## src/rtl/knn_topk_vote_if.sv

```systemverilog
// Sample stream from the distance path into the k-NN top-K / vote block.
// The producer drives one distance and its class label per training row;
// the consumer raises dist_ready while it is collecting samples.
interface knn_topk_vote_if #(
   parameter int LABEL_W = 4
);
   logic               dist_valid;
   logic               dist_ready;
   logic [31:0]        dist_in;
   logic [LABEL_W-1:0] label_in;

   modport master (output dist_valid, output dist_in, output label_in, input dist_ready);
   modport slave  (input dist_valid, input dist_in, input label_in, output dist_ready);
endinterface

```

## src/rtl/knn_topk_vote.sv

```systemverilog
// k-NN classifier back end: keeps the K nearest float32 distances in a
// sorted insertion table, then majority-votes their labels one slot per
// cycle and reports the winning class plus the nearest distance.
module knn_topk_vote #(
   parameter int K        = 3,
   parameter int NUM_ROWS = 8,
   parameter int LABEL_W  = 4
) (
   input  logic               clk,
   input  logic               rst_n,
   input  logic               start,
   knn_topk_vote_if.slave     dist_if,
   output logic               busy,
   output logic               done,
   output logic [LABEL_W-1:0] result_label,
   output logic [31:0]        min_dist
);
   localparam int CW   = $clog2(NUM_ROWS + 1);
   localparam int VW   = $clog2(K + 1);
   localparam int NCLS = 1 << LABEL_W;
   localparam logic [30:0] KEY_MAX = 31'h7FFF_FFFF;

   typedef enum logic [1:0] {S_IDLE, S_COLLECT, S_VOTE, S_DONE} state_t;

   state_t state_q, state_d;

   logic               tbl_vld [K];
   logic [30:0]        tbl_key [K];
   logic [31:0]        tbl_raw [K];
   logic [LABEL_W-1:0] tbl_lbl [K];
   logic               ins_vld [K];
   logic [30:0]        ins_key [K];
   logic [31:0]        ins_raw [K];
   logic [LABEL_W-1:0] ins_lbl [K];

   logic [CW-1:0]      count_q;
   logic [VW-1:0]      vidx_q;
   logic [VW-1:0]      votes_q [NCLS];

   logic               accept, start_clr, last_acc, vote_end;
   logic               new_nan;
   logic [30:0]        new_key;
   logic               cur_vld;
   logic [LABEL_W-1:0] cur_lbl;
   logic [LABEL_W-1:0] best_lbl;
   logic [VW-1:0]      best_cnt;

   // Sign bit is dropped so non-negative floats compare as unsigned ints;
   // NaN maps to the worst possible key.
   function automatic logic is_nan(input logic [31:0] d);
      return (&d[30:23]) && (|d[22:0]);
   endfunction

   function automatic logic [30:0] key_of(input logic [31:0] d);
      return is_nan(d) ? KEY_MAX : d[30:0];
   endfunction

   assign dist_if.dist_ready = (state_q == S_COLLECT);
   assign busy      = (state_q == S_COLLECT) || (state_q == S_VOTE);
   assign accept    = dist_if.dist_valid && dist_if.dist_ready;
   assign start_clr = start && ((state_q == S_IDLE) || (state_q == S_DONE));
   assign last_acc  = accept && (count_q == CW'(NUM_ROWS - 1));
   assign vote_end  = (state_q == S_VOTE) && (vidx_q == VW'(K));
   assign new_nan   = is_nan(dist_if.dist_in);
   assign new_key   = key_of(dist_if.dist_in);

   // Next table contents if the current sample were inserted: find the first
   // slot that is empty or strictly worse, place the sample there, shift the rest.
   always_comb begin
      logic [K:0]   pre;
      logic [K-1:0] gt;
      pre = '0;
      gt  = '0;
      for (int i = 0; i < K; i++) begin
         gt[i]    = !tbl_vld[i] || (!new_nan && (tbl_key[i] > new_key));
         pre[i+1] = pre[i] | gt[i];
      end
      for (int i = 0; i < K; i++) begin
         ins_vld[i] = tbl_vld[i];
         ins_key[i] = tbl_key[i];
         ins_raw[i] = tbl_raw[i];
         ins_lbl[i] = tbl_lbl[i];
         if (gt[i] && !pre[i]) begin
            ins_vld[i] = 1'b1;
            ins_key[i] = new_key;
            ins_raw[i] = dist_if.dist_in;
            ins_lbl[i] = dist_if.label_in;
         end
      end
      for (int i = 1; i < K; i++) begin
         if (pre[i]) begin
            ins_vld[i] = tbl_vld[i-1];
            ins_key[i] = tbl_key[i-1];
            ins_raw[i] = tbl_raw[i-1];
            ins_lbl[i] = tbl_lbl[i-1];
         end
      end
   end

   // Select the table slot being tallied this cycle and find the leading
   // class; strict comparison keeps the lowest class index on ties.
   always_comb begin
      cur_vld  = 1'b0;
      cur_lbl  = '0;
      best_lbl = '0;
      best_cnt = votes_q[0];
      for (int i = 0; i < K; i++) begin
         if (vidx_q == VW'(i)) begin
            cur_vld = tbl_vld[i];
            cur_lbl = tbl_lbl[i];
         end
      end
      for (int c = 1; c < NCLS; c++) begin
         if (votes_q[c] > best_cnt) begin
            best_cnt = votes_q[c];
            best_lbl = LABEL_W'(c);
         end
      end
   end

   // Next-state logic for the collect / vote sequence.
   always_comb begin
      state_d = state_q;
      case (state_q)
         S_IDLE, S_DONE: if (start)    state_d = S_COLLECT;
         S_COLLECT:      if (last_acc) state_d = S_VOTE;
         S_VOTE:         if (vote_end) state_d = S_DONE;
         default:                      state_d = S_IDLE;
      endcase
   end

   // State register.
   always_ff @(posedge clk or negedge rst_n) begin
      if (!rst_n) state_q <= S_IDLE;
      else        state_q <= state_d;
   end

   // Table, sample count, vote tally and registered results.
   always_ff @(posedge clk or negedge rst_n) begin
      if (!rst_n) begin
         for (int i = 0; i < K; i++) begin
            tbl_vld[i] <= 1'b0;
            tbl_key[i] <= KEY_MAX;
            tbl_raw[i] <= '0;
            tbl_lbl[i] <= '0;
         end
         for (int c = 0; c < NCLS; c++) votes_q[c] <= '0;
         count_q      <= '0;
         vidx_q       <= '0;
         done         <= 1'b0;
         result_label <= '0;
         min_dist     <= '0;
      end else begin
         done <= 1'b0;
         if (start_clr) begin
            for (int i = 0; i < K; i++) begin
               tbl_vld[i] <= 1'b0;
               tbl_key[i] <= KEY_MAX;
               tbl_raw[i] <= '0;
               tbl_lbl[i] <= '0;
            end
            for (int c = 0; c < NCLS; c++) votes_q[c] <= '0;
            count_q <= '0;
            vidx_q  <= '0;
         end else if (accept) begin
            for (int i = 0; i < K; i++) begin
               tbl_vld[i] <= ins_vld[i];
               tbl_key[i] <= ins_key[i];
               tbl_raw[i] <= ins_raw[i];
               tbl_lbl[i] <= ins_lbl[i];
            end
            count_q <= count_q + CW'(1);
         end
         if (state_q == S_VOTE) begin
            if (!vote_end) begin
               if (cur_vld) votes_q[cur_lbl] <= votes_q[cur_lbl] + VW'(1);
               vidx_q <= vidx_q + VW'(1);
            end else begin
               result_label <= best_lbl;
               min_dist     <= tbl_raw[0];
               done         <= 1'b1;
            end
         end
      end
   end
endmodule

```

## src/flat_wrapper.sv

```systemverilog
// flat-port wrapper written by rule: the top's interface ports become plain ports
module knn_topk_vote_flat 
#(
   parameter int K        = 3,
   parameter int NUM_ROWS = 8,
   parameter int LABEL_W  = 4
)
  (clk, rst_n, start, busy, done, result_label, min_dist, dist_if_dist_valid, dist_if_dist_in, dist_if_label_in, dist_if_dist_ready);
  knn_topk_vote_if #(.LABEL_W(LABEL_W)) dist_if_i ();
  input  logic clk;
  input  logic rst_n;
  input  logic start;
  output logic busy;
  output logic done;
  output logic [LABEL_W-1:0] result_label;
  output logic [31:0] min_dist;
  input wire logic [$bits(dist_if_i.dist_valid)-1:0] dist_if_dist_valid;
  input wire logic [$bits(dist_if_i.dist_in)-1:0] dist_if_dist_in;
  input wire logic [$bits(dist_if_i.label_in)-1:0] dist_if_label_in;
  output wire logic [$bits(dist_if_i.dist_ready)-1:0] dist_if_dist_ready;
  assign dist_if_i.dist_valid = dist_if_dist_valid;
  assign dist_if_i.dist_in = dist_if_dist_in;
  assign dist_if_i.label_in = dist_if_label_in;
  assign dist_if_dist_ready = dist_if_i.dist_ready;
  knn_topk_vote #(.K(K), .NUM_ROWS(NUM_ROWS), .LABEL_W(LABEL_W)) u_core (.clk(clk), .rst_n(rst_n), .start(start), .dist_if(dist_if_i), .busy(busy), .done(done), .result_label(result_label), .min_dist(min_dist));
endmodule
```

## config.mk

```make
export PLATFORM = sky130hd
export DESIGN_NAME = knn_topk_vote_flat
export DESIGN_NICKNAME = d
export VERILOG_FILES = /design/src/rtl/knn_topk_vote_if.sv /design/src/rtl/knn_topk_vote.sv /design/src/flat_wrapper.sv
export SDC_FILE = /design/constraint.sdc
export NUM_CORES = 1
export LEC_CHECK = 0
export CORE_MARGIN = 1.5
export CORE_UTILIZATION = 30
export CTS_CLUSTER_DIAMETER = 120
export DETAILED_ROUTE_END_ITERATION = 8
export RECOVER_POWER = 50
export SLEW_MARGIN = 20
export SYNTH_ARGS = -nofsm -noshare
export SYNTH_HDL_FRONTEND = slang
export SYNTH_SLANG_ARGS = --single-unit
```

## constraint.sdc

```tcl
create_clock -name clk -period 12 [get_ports clk]
set_clock_uncertainty 0.2 [all_clocks]
set_input_delay 1.8 -clock clk [delete_from_list [all_inputs] [get_ports clk]]
set_output_delay 1.8 -clock clk [all_outputs]
set_load 0.01 [all_outputs]
```

; ---- Word level (Yosys, flattened, before mapping)
; Cells that the tools add are included.
[totals]
register_bits = 249
input_bits = 40
out_inout_bits = 39
[classes]
n_addsub = 3
n_lt_le_gt_ge = 20
n_eq_ne = 10
muxes = 85
n_bitwise = 2
n_reduce_logical = 36
[op_table]
columns = op, n
row1 = 32-bit two-way mux, 9
row2 = 96-bit two-way mux, 2
row3 = 31-bit two-way mux, 6
row4 = 93-bit two-way mux, 2
row5 = 31-bit greater-than comparator, 3
row6 = 4-bit two-way mux, 18
row7 = 2-bit two-way mux, 25
row8 = 32-bit bitwise mux, 1
row9 = 2-bit greater-than comparator, 15
row10 = 12-bit two-way mux, 2
row11 = 23-bit OR reduction, 1
row12 = 3-bit two-way mux, 6
row13 = 1-bit logical AND, 11
row14 = 1-bit two-way mux, 11
row15 = 2-bit binary-select mux with 4-bit select, 1
row16 = 2-bit demux with 4-bit select, 1
row17 = 2-bit equality test (second input constant), 4
row18 = 2-bit AND reduction, 4
row19 = 8-bit AND reduction, 1
row20 = 1-bit zero test, 6
row21 = 2-bit case mux with 3 select lines, 1
row22 = 3-bit nonzero test, 2
row23 = 5-bit >= comparator (second input constant), 1
row24 = 1-bit logical OR, 5
row25 = 13 further kinds, 18

; ---- Depth between registers and ports, before layout
; Gate-level depths: netlist of the first run.
[depth]
word_depth = 30
mapped_depth = 76

; ---- Least setup slack after synthesis of the first run
; No wires, ideal clock.
[synth_path]
path_kind = reg2reg
start = reg u_core.votes_q[28] in the netlist's numbering
end = reg u_core.result_label[3]
setup_ns = 0.121
arrival_time_ns = 12.978
path_slack_ns = -1.299
stages_incl_launch_ff = 75
synth_period_minus_slack_ns = 13.299
cell_sequence = dfrtp_1 -> inv_1 -> ha_1 -> and2_1 -> o21ai_0 -> nand2_1 -> ha_1 -> inv_1 -> o221a_2 -> a31oi_1 -> ha_1 -> nor2b_1 -> or2_2 -> nand2_1 -> o21ai_0 -> ha_1 -> o21ba_2 -> nor2_1 -> [39 not listed] -> nor2_1 -> ha_1 -> inv_1 -> o22ai_1 -> o21ai_0 -> o22ai_1 -> ha_1 -> inv_1 -> o22a_1 -> nor2_1 -> a22oi_1 -> o31ai_1 -> ha_1 -> nand2_1 -> o21ai_0 -> nand2_1 -> or3_1 -> o22a_1
[synth_between]
elab_chain_len = 30
word_cells_on_any_way = 37
cone_classes = 15 x order compare / 22 x mux
[synth_rtl]
columns = element, line_no
row1 = "start, declared", knn_topk_vote.sv:38  ; logic [VW-1:0] votes_q [NCLS];
row2 = "start signal, assigned by index", knn_topk_vote.sv:176  ; if (cur_vld) votes_q[cur_lbl] <= votes_q[cur_lbl] + VW'(1);
row3 = 2-bit greater-than comparator, knn_topk_vote.sv:114  ; if (votes_q[c] > best_cnt) begin
row4 = 2-bit two-way mux *, knn_topk_vote.sv:114
row5 = 2-bit greater-than comparator, knn_topk_vote.sv:114
row6 = 2-bit two-way mux *, knn_topk_vote.sv:114
row7 = 2-bit greater-than comparator, knn_topk_vote.sv:114
row8 = 2-bit two-way mux *, knn_topk_vote.sv:114
row9 = 2-bit greater-than comparator, knn_topk_vote.sv:114
row10 = 2-bit two-way mux *, knn_topk_vote.sv:114
row11 = [14 not listed], n/a
row12 = 2-bit greater-than comparator, knn_topk_vote.sv:114
row13 = 2-bit two-way mux, knn_topk_vote.sv:114
row14 = 2-bit greater-than comparator, knn_topk_vote.sv:114
row15 = 2-bit two-way mux, knn_topk_vote.sv:114
row16 = 2-bit greater-than comparator, knn_topk_vote.sv:114
row17 = 2-bit two-way mux, knn_topk_vote.sv:114
row18 = 2-bit greater-than comparator, knn_topk_vote.sv:114
row19 = 4-bit two-way mux *, knn_topk_vote.sv:114
row20 = "end signal, assigned", knn_topk_vote.sv:179  ; result_label <= best_lbl;
row21 = "end, declared", knn_topk_vote.sv:15  ; output logic [LABEL_W-1:0] result_label,
; Mark *: on every way between the ends. The rest lies on a longest branch, timed or not.
; A chain may end at the register's enable or synchronous reset.

; ---- Final worst setup path of the first run
[layout_path]
start = reg u_core.votes_q[29] in the netlist's numbering
end = reg u_core.result_label[3]
; The elaborated chain is that of the path after synthesis.

==> results.txt, run 1 <==
ANT nets after route -> 0
DP HPWL -> 25600 um
Drt drc -> 0
Total GRT Usage -> 16.0%
First-pass GRT wire length -> 61900 um
Post-DP Area -> 15500 sq um
Vias in the first global route -> 11.6k
Outcome -> complete, but fails checks
Largest net degree at the start of global routing -> 103
CTS Sinks -> 217
Vias -> 11.2k
CTS tree -> yes
Clk_lat worst skew -> 0.56 ns
ANT cells -> 0
Commonest non-fill, non-tap cells in the layout -> nand2_1, mux2i_1, ha_1
Max Cap Violations -> 3
Fraction of layout cells with a size suffix above 1 -> 18.8%
Slew Limit Fails -> 222
Nature of the critical path endpoint -> flop
Hold buffers post-CTS -> 0
CTS buffer count -> 25
Initial Util -> 30.3%
CP Class -> flop to flop
Startpoint Class -> flop
Reg clk slew, reported paths -> 0.06 ns
Hold Fails Final Rpt -> 0
Avg Cell Area, Syn -> 9.46 sq um
Crit path required time -> 12.23 ns
Period minus WS final -> 12.54 ns
Initial antenna violation count -> 0
Hold depth -> 2
Most used DFF post-synth -> dfrtp_1
Core Rows -> 78
Failing checks -> max-capacitance violations, max-slew violations, negative setup slack
Final worst slack -> -0.537 ns
EDFF count, synth -> 0
Placed Instances -> 2107
Design area -> 16900 sq um
I/O pin count -> 79
Critical Path Fanout Max -> 4
Register area share after synthesis -> 40.4%
Crit-path max cell delay -> 0.41 ns
Die Span Y -> 217 um
H-tree depth -> 1
Yosys Warn Count -> 0
Min Hold Slack -> 0.268 ns
Final WL -> 38000 um
I/O Buffers -> 78
Layout area overhead -> 22.7%
Max-Slew Margin vs Limit -> -279%
Die X -> 217 um
Tightest Pin Transition -> 5.69 ns
Worst Path Arrival -> 12.76 ns
1st-pass router iterations -> 7
Slowest CP cell -> dfrtp_1
Unrepaired setup endpoints after global routing -> true
Count of cell types in the netlist -> 65
Maximum clock path buffer count -> 3
CTS Root Cell -> clkbuf_16
Final setup violation count -> 4
Total core area -> 45300 sq um
Crit share post-route -> 104%
Fin nets -> 1755
Fmax -> 0.0798 GHz
Cell area after synthesis -> 13700 sq um
Final non-filler cell total -> 2188
Most common cell after layout, fill and taps aside -> nand2_1
Synth async-reset ratio -> 100%
Fill count -> 4536
Yosys reg bits -> 217
Multi-input gate area -> 7970 sq um
Hold crit path type -> flop to flop
Reg2Reg Setup Slack -> -0.54 ns
Net Count, Synth -> 1636
GR Overflow Total -> 0
Die area -> 47100 sq um
Worst reg2reg path depth -> 74
Syn Inst Count -> 1451
Drt wl/cell -> 17.3 um
Routed vias/inst -> 5.12
Register Area -> 5550 sq um
RD Place Congestion -> 0.851
Iteration-0 DRC Markers -> 593
==> worst max-delay path, delay by kind of cell, from the launching register on <==
| family | cells | cell delay (ns) |
|---|---|---|
| AO/OA/AOI/OAI | 26 | 4.31 |
| multiplexers | 3 | 0.73 |
| AND/OR/NAND/NOR | 17 | 2.06 |
| adder cells (fa/ha/maj) | 15 | 3.93 |
| flip-flops | 1 | 0.41 |
| buffers and inverters | 13 | 0.75 |
==> through the flow <==
stage / setup WS (ns) / TNS (ns) / util, %
global route: -1.13 / -4.26 / 37.2
floorplan: -0.172 / -0.344 / -
finish: -0.537 / -1.98 / 37.2
detailed placement: -0.730 / -2.68 / 34.2
CTS: -0.391 / -1.39 / 36.9
global placement: -0.180 / -0.482 / 34.2
==> sequential cells by signal, summed over array words and instances (netlist names) <==
register,flops
u_core.count_q,4
u_core.done,1
u_core.min_dist,32
u_core.result_label,4
u_core.state_q,2
u_core.tbl_key,93
u_core.tbl_lbl,12
u_core.tbl_raw,32
u_core.tbl_vld,3
u_core.vidx_q,2
u_core.votes_q,32
==> routing by layer <==
| metal | up-vias | GRT usage [%] | part of all wire [%] |
|---|---|---|---|
| li1 | 5365 | - | - |
| met1 | 5563 | 21.3 | 46 |
| met2 | 211 | 27.6 | 48 |
| met3 | 65 | 2.18 | 3.6 |
| met4 | 0 | 3.63 | 2.3 |
| met5 | - | 0 | 0 |
==> layout make-up <==
class	instances	share of cell area [%]
multi-input cells	1072	47.3
inverters	90	2.02
clock buffers	33	4.13
well taps	600	4.45
repair buffers	164	8.47
flip-flops and latches	217	32.9
clock inverters	12	0.750
==> cells in the mapped netlist, types with 6 or more instances <==
cell type / count / share of area, %
a211oi_1: 6 / 0.33
dfrtp_1: 124 / 23
inv_1: 90 / 2.5
o211ai_1: 24 / 1.3
o22ai_1: 14 / 0.64
ha_1: 145 / 13
nor4_1: 9 / 0.41
nand4_1: 54 / 2.5
dfstp_2: 93 / 18
a31oi_1: 6 / 0.27
a22oi_1: 10 / 0.55
nand3_1: 22 / 0.80
o21a_1: 36 / 2.0
nor2b_1: 7 / 0.32
buf_1: 7 / 0.19
clkbuf_1: 42 / 1.1
nor3_1: 8 / 0.29
nor2_1: 99 / 2.7
nand2b_1: 31 / 1.4
or2_2: 6 / 0.27
a21oi_1: 79 / 2.9
nand2_1: 222 / 6.1
a21o_1: 10 / 0.55
buf_2: 15 / 0.55
mux2i_1: 160 / 12
o21ai_0: 49 / 1.8
==> path summary, 6_finish.rpt <==
| kind | start | end |
|---|---|---|
| worst max-delay path | u_core.votes_q[29]$_DFF_PN0_ | u_core.result_label[3]$_DFFE_PN0P_ |
| worst min-delay path | u_core.tbl_raw[64]$_DFFE_PN0P_ | u_core.min_dist[0]$_DFFE_PN0P_ |
| worst max register to register | u_core.votes_q[29]$_DFF_PN0_ | u_core.result_label[3]$_DFFE_PN0P_ |
| worst min register to register | u_core.tbl_raw[64]$_DFFE_PN0P_ | u_core.min_dist[0]$_DFFE_PN0P_ |
| max in group asynchronous | rst_n | u_core.votes_q[30]$_DFF_PN0_ |
| min in group asynchronous | rst_n | u_core.min_dist[20]$_DFFE_PN0P_ |
==> cell families (layout without fill, tap and decap cells) <==
family	count (synthesis)	after routing	synth area share (%)
XOR/XNOR	4	4	0.255
flip-flops	217	217	40.4
adder cells (fa/ha/maj)	145	145	13.2
buffers and inverters	162	299	4.92
AND/OR/NAND/NOR	479	479	15.9
multiplexers	165	165	12.2
AO/OA/AOI/OAI	279	279	13.2
==> repair_timing <==
item / CTS / global route
pin swaps: 25 / 22
buffers inserted: 32 / 5
resized for setup: 28 / 31
setup endpoints to repair: 4 / 4
endpoints found under the hold margin: 0 / 0
Power of run 1 is not shown: default switching activity piles up to over one toggle a cycle in this logic, so the estimate is an artifact.
==> run 2: changes to the inputs <==
CORE_UTILIZATION = 40   (was 30)
==> results.txt, run 2 (synthesized netlist as in run 1, its figures left out) <==
Outcome -> complete, but fails checks (unchanged)
Failing checks -> max-capacitance violations, max-slew violations, negative setup slack (unchanged)
Initial antenna violation count -> 1 (was 0)
Hold Fails Final Rpt -> 0 (unchanged)
Hold crit path type -> flop to flop (unchanged)
CP Class -> flop to flop (unchanged)
Final worst slack -> -0.631 ns (was -0.537 ns)
I/O Buffers -> 78 (unchanged)
Hold depth -> 2 (unchanged)
Reg2Reg Setup Slack -> -0.63 ns (was -0.54 ns)
I/O pin count -> 79 (unchanged)
Final WL -> 37500 um (was 38000 um)
Crit-path max cell delay -> 0.41 ns (about the same)
Most common cell after layout, fill and taps aside -> nand2_1 (unchanged)
Drt drc -> 0 (unchanged)
Commonest non-fill, non-tap cells in the layout -> nand2_1, mux2i_1, ha_1 (unchanged)
GR Overflow Total -> 0 (unchanged)
Die X -> 188 um (was 217 um)
RD Place Congestion -> 0.837 (was 0.851)
Core Rows -> 67 (was 78)
Total GRT Usage -> 21.1% (was 16.0%)
Die Span Y -> 188 um (was 217 um)
Hold EP -> u_core.min_dist[29]$_DFFE_PN0P_ (was u_core.min_dist[0]$_DFFE_PN0P_)
Worst Path Arrival -> 12.85 ns (was 12.76 ns)
Most flop-heavy register -> u_core.tbl_key (unchanged)
Final setup violation count -> 4 (unchanged)
Unrepaired setup endpoints after global routing -> true (unchanged)
Nature of the critical path endpoint -> flop (unchanged)
Hold_sp -> u_core.tbl_raw[93]$_DFFE_PN0P_ (was u_core.tbl_raw[64]$_DFFE_PN0P_)
CTS Root Cell -> clkbuf_16 (unchanged)
Slowest CP cell -> dfrtp_1 (unchanged)
Reg2Reg Capture Point -> u_core.result_label[3]$_DFFE_PN0P_ (unchanged)
Drt wl/cell -> 18.4 um (was 17.3 um)
Period minus WS final -> 12.63 ns (was 12.54 ns)
Post-DP Area -> 15300 sq um (was 15500 sq um)
H-tree depth -> 1 (unchanged)
Max-Slew Margin vs Limit -> -200% (was -279%)
Tightest Pin Transition -> 4.50 ns (was 5.69 ns)
Routed vias/inst -> 5.48 (was 5.12)
Largest net degree at the start of global routing -> 93 (was 103)
Max Cap Violations -> 3 (unchanged)
Crit path required time -> 12.21 ns (was 12.23 ns)
Fraction of layout cells with a size suffix above 1 -> 18.9% (was 18.8%)
DP HPWL -> 24800 um (was 25600 um)
Util after Layout -> 49.3% (was 37.2%)
Design area -> 16600 sq um (was 16900 sq um)
Startpoint Class -> flop (unchanged)
Die area -> 35400 sq um (was 47100 sq um)
CTS Sinks -> 217 (unchanged)
Fmax -> 0.0792 GHz (was 0.0798 GHz)
Layout area overhead -> 21.1% (was 22.7%)
Crit share post-route -> 105% (was 104%)
First-pass GRT wire length -> 61100 um (was 61900 um)
Worst reg2reg path depth -> 75 (was 74)
Placement Setup Slack -> -0.591 ns (was -0.730 ns)
Initial Util -> 40.7% (was 30.3%)
Slew Limit Fails -> 222 (unchanged)
Vias in the first global route -> 11.5k (was 11.6k)
Iteration-0 DRC Markers -> 739 (was 593)
Reg clk slew, reported paths -> 0.06 ns (about the same)
Total core area -> 33700 sq um (was 45300 sq um)
ANT nets after route -> 0 (unchanged)
Critical Path Fanout Max -> 4 (unchanged)
Clk_lat worst skew -> 0.53 ns (was 0.56 ns)
Maximum clock path buffer count -> 3 (unchanged)
1st-pass router iterations -> 5 (was 7)
Max reg flops -> 93 (unchanged)
CTS tree -> yes (unchanged)
Worst r2r src -> u_core.votes_q[29]$_DFF_PN0_ (unchanged)
Vias -> 11.2k (about the same)
Hold buffers post-CTS -> 0 (unchanged)
Fin nets -> 1753 (was 1755)
CTS buffer count -> 25 (unchanged)
run 2: changes by cell type in the layout (fill, tap and decap cells not counted), moves of 2 or more:
cell,change
nand2_2,+3
nor2_1,+3
buf_6,-2
nand2_1,-2
nor2_4,-2
run 2: final cells by class:
| class | count | area [sq um] |
|---|---|---|
| fill | 3137 | 17100 |
| multi-input combinational | 1072 | 7950 |
| sequential | 217 | 5550 |
| timing repair buffer | 162 | 1410 |
| clock buffer | 33 | 696 |
| tap | 448 | 561 |
| inverter | 90 | 338 |
| clock inverter | 13 | 128 |
| antenna | 1 | 2.50 |
run 2: routing by layer:
layer,share of wire [%],track usage (%)
met1,44,27.0
met2,49,37.4
met3,3.5,2.33
met4,3.1,6.28
met5,0,0
run 2: how the worst max path moves through the flow:
| stage | depth (start not counted) | from | slack [ns] | endpoint |
|---|---|---|---|---|
| after floorplan | 74 | u_core.votes_q[29]$_DFF_PN0_ | -0.17 | u_core.result_label[2]$_DFFE_PN0P_ |
| after global placement | 75 | u_core.votes_q[29]$_DFF_PN0_ | -0.12 | u_core.result_label[2]$_DFFE_PN0P_ |
| final | 75 | u_core.votes_q[29]$_DFF_PN0_ | -0.63 | u_core.result_label[3]$_DFFE_PN0P_ |
| after global routing | 76 | u_core.votes_q[29]$_DFF_PN0_ | -1.22 | u_core.result_label[3]$_DFFE_PN0P_ |
| after detailed placement | 74 | u_core.votes_q[29]$_DFF_PN0_ | -0.59 | u_core.result_label[3]$_DFFE_PN0P_ |
| after CTS | 75 | u_core.votes_q[31]$_DFF_PN0_ | -0.33 | u_core.result_label[3]$_DFFE_PN0P_ |
run 2: timing repair:
action / 4_1_cts / 5_1_grt
gates resized for setup: 23 / 32
cloned: 0 / 0
buffers inserted: 27 / 10
pin swaps: 22 / 31
endpoints found under the setup margin: 4 / 4
run 2: through the flow:
step | instances | hold WS (ns) | setup TNS [ns]
2_1_floorplan | 1451 | 0.238 | -0.344
3_3_place_gp | 1952 | 0.247 | -0.301
3_5_place_dp | 1952 | 0.258 | -2.12
4_1_cts | 2025 | 0.271 | -1.11
5_1_grt | 2035 | 0.299 | -4.70
6_report | 2036 | 0.268 | -2.40
run 2: worst max-delay path, delay by kind of cell (launching register included):
family	cells	cell delay, ns
buffers and inverters	11	0.57
muxes	2	0.59
DFF	1	0.41
and+or+nand+nor	20	2.56
AOI/OAI and AO/OA	27	4.39
adders and majority gates	15	3.75
Power of run 2 is left out for the same reason.
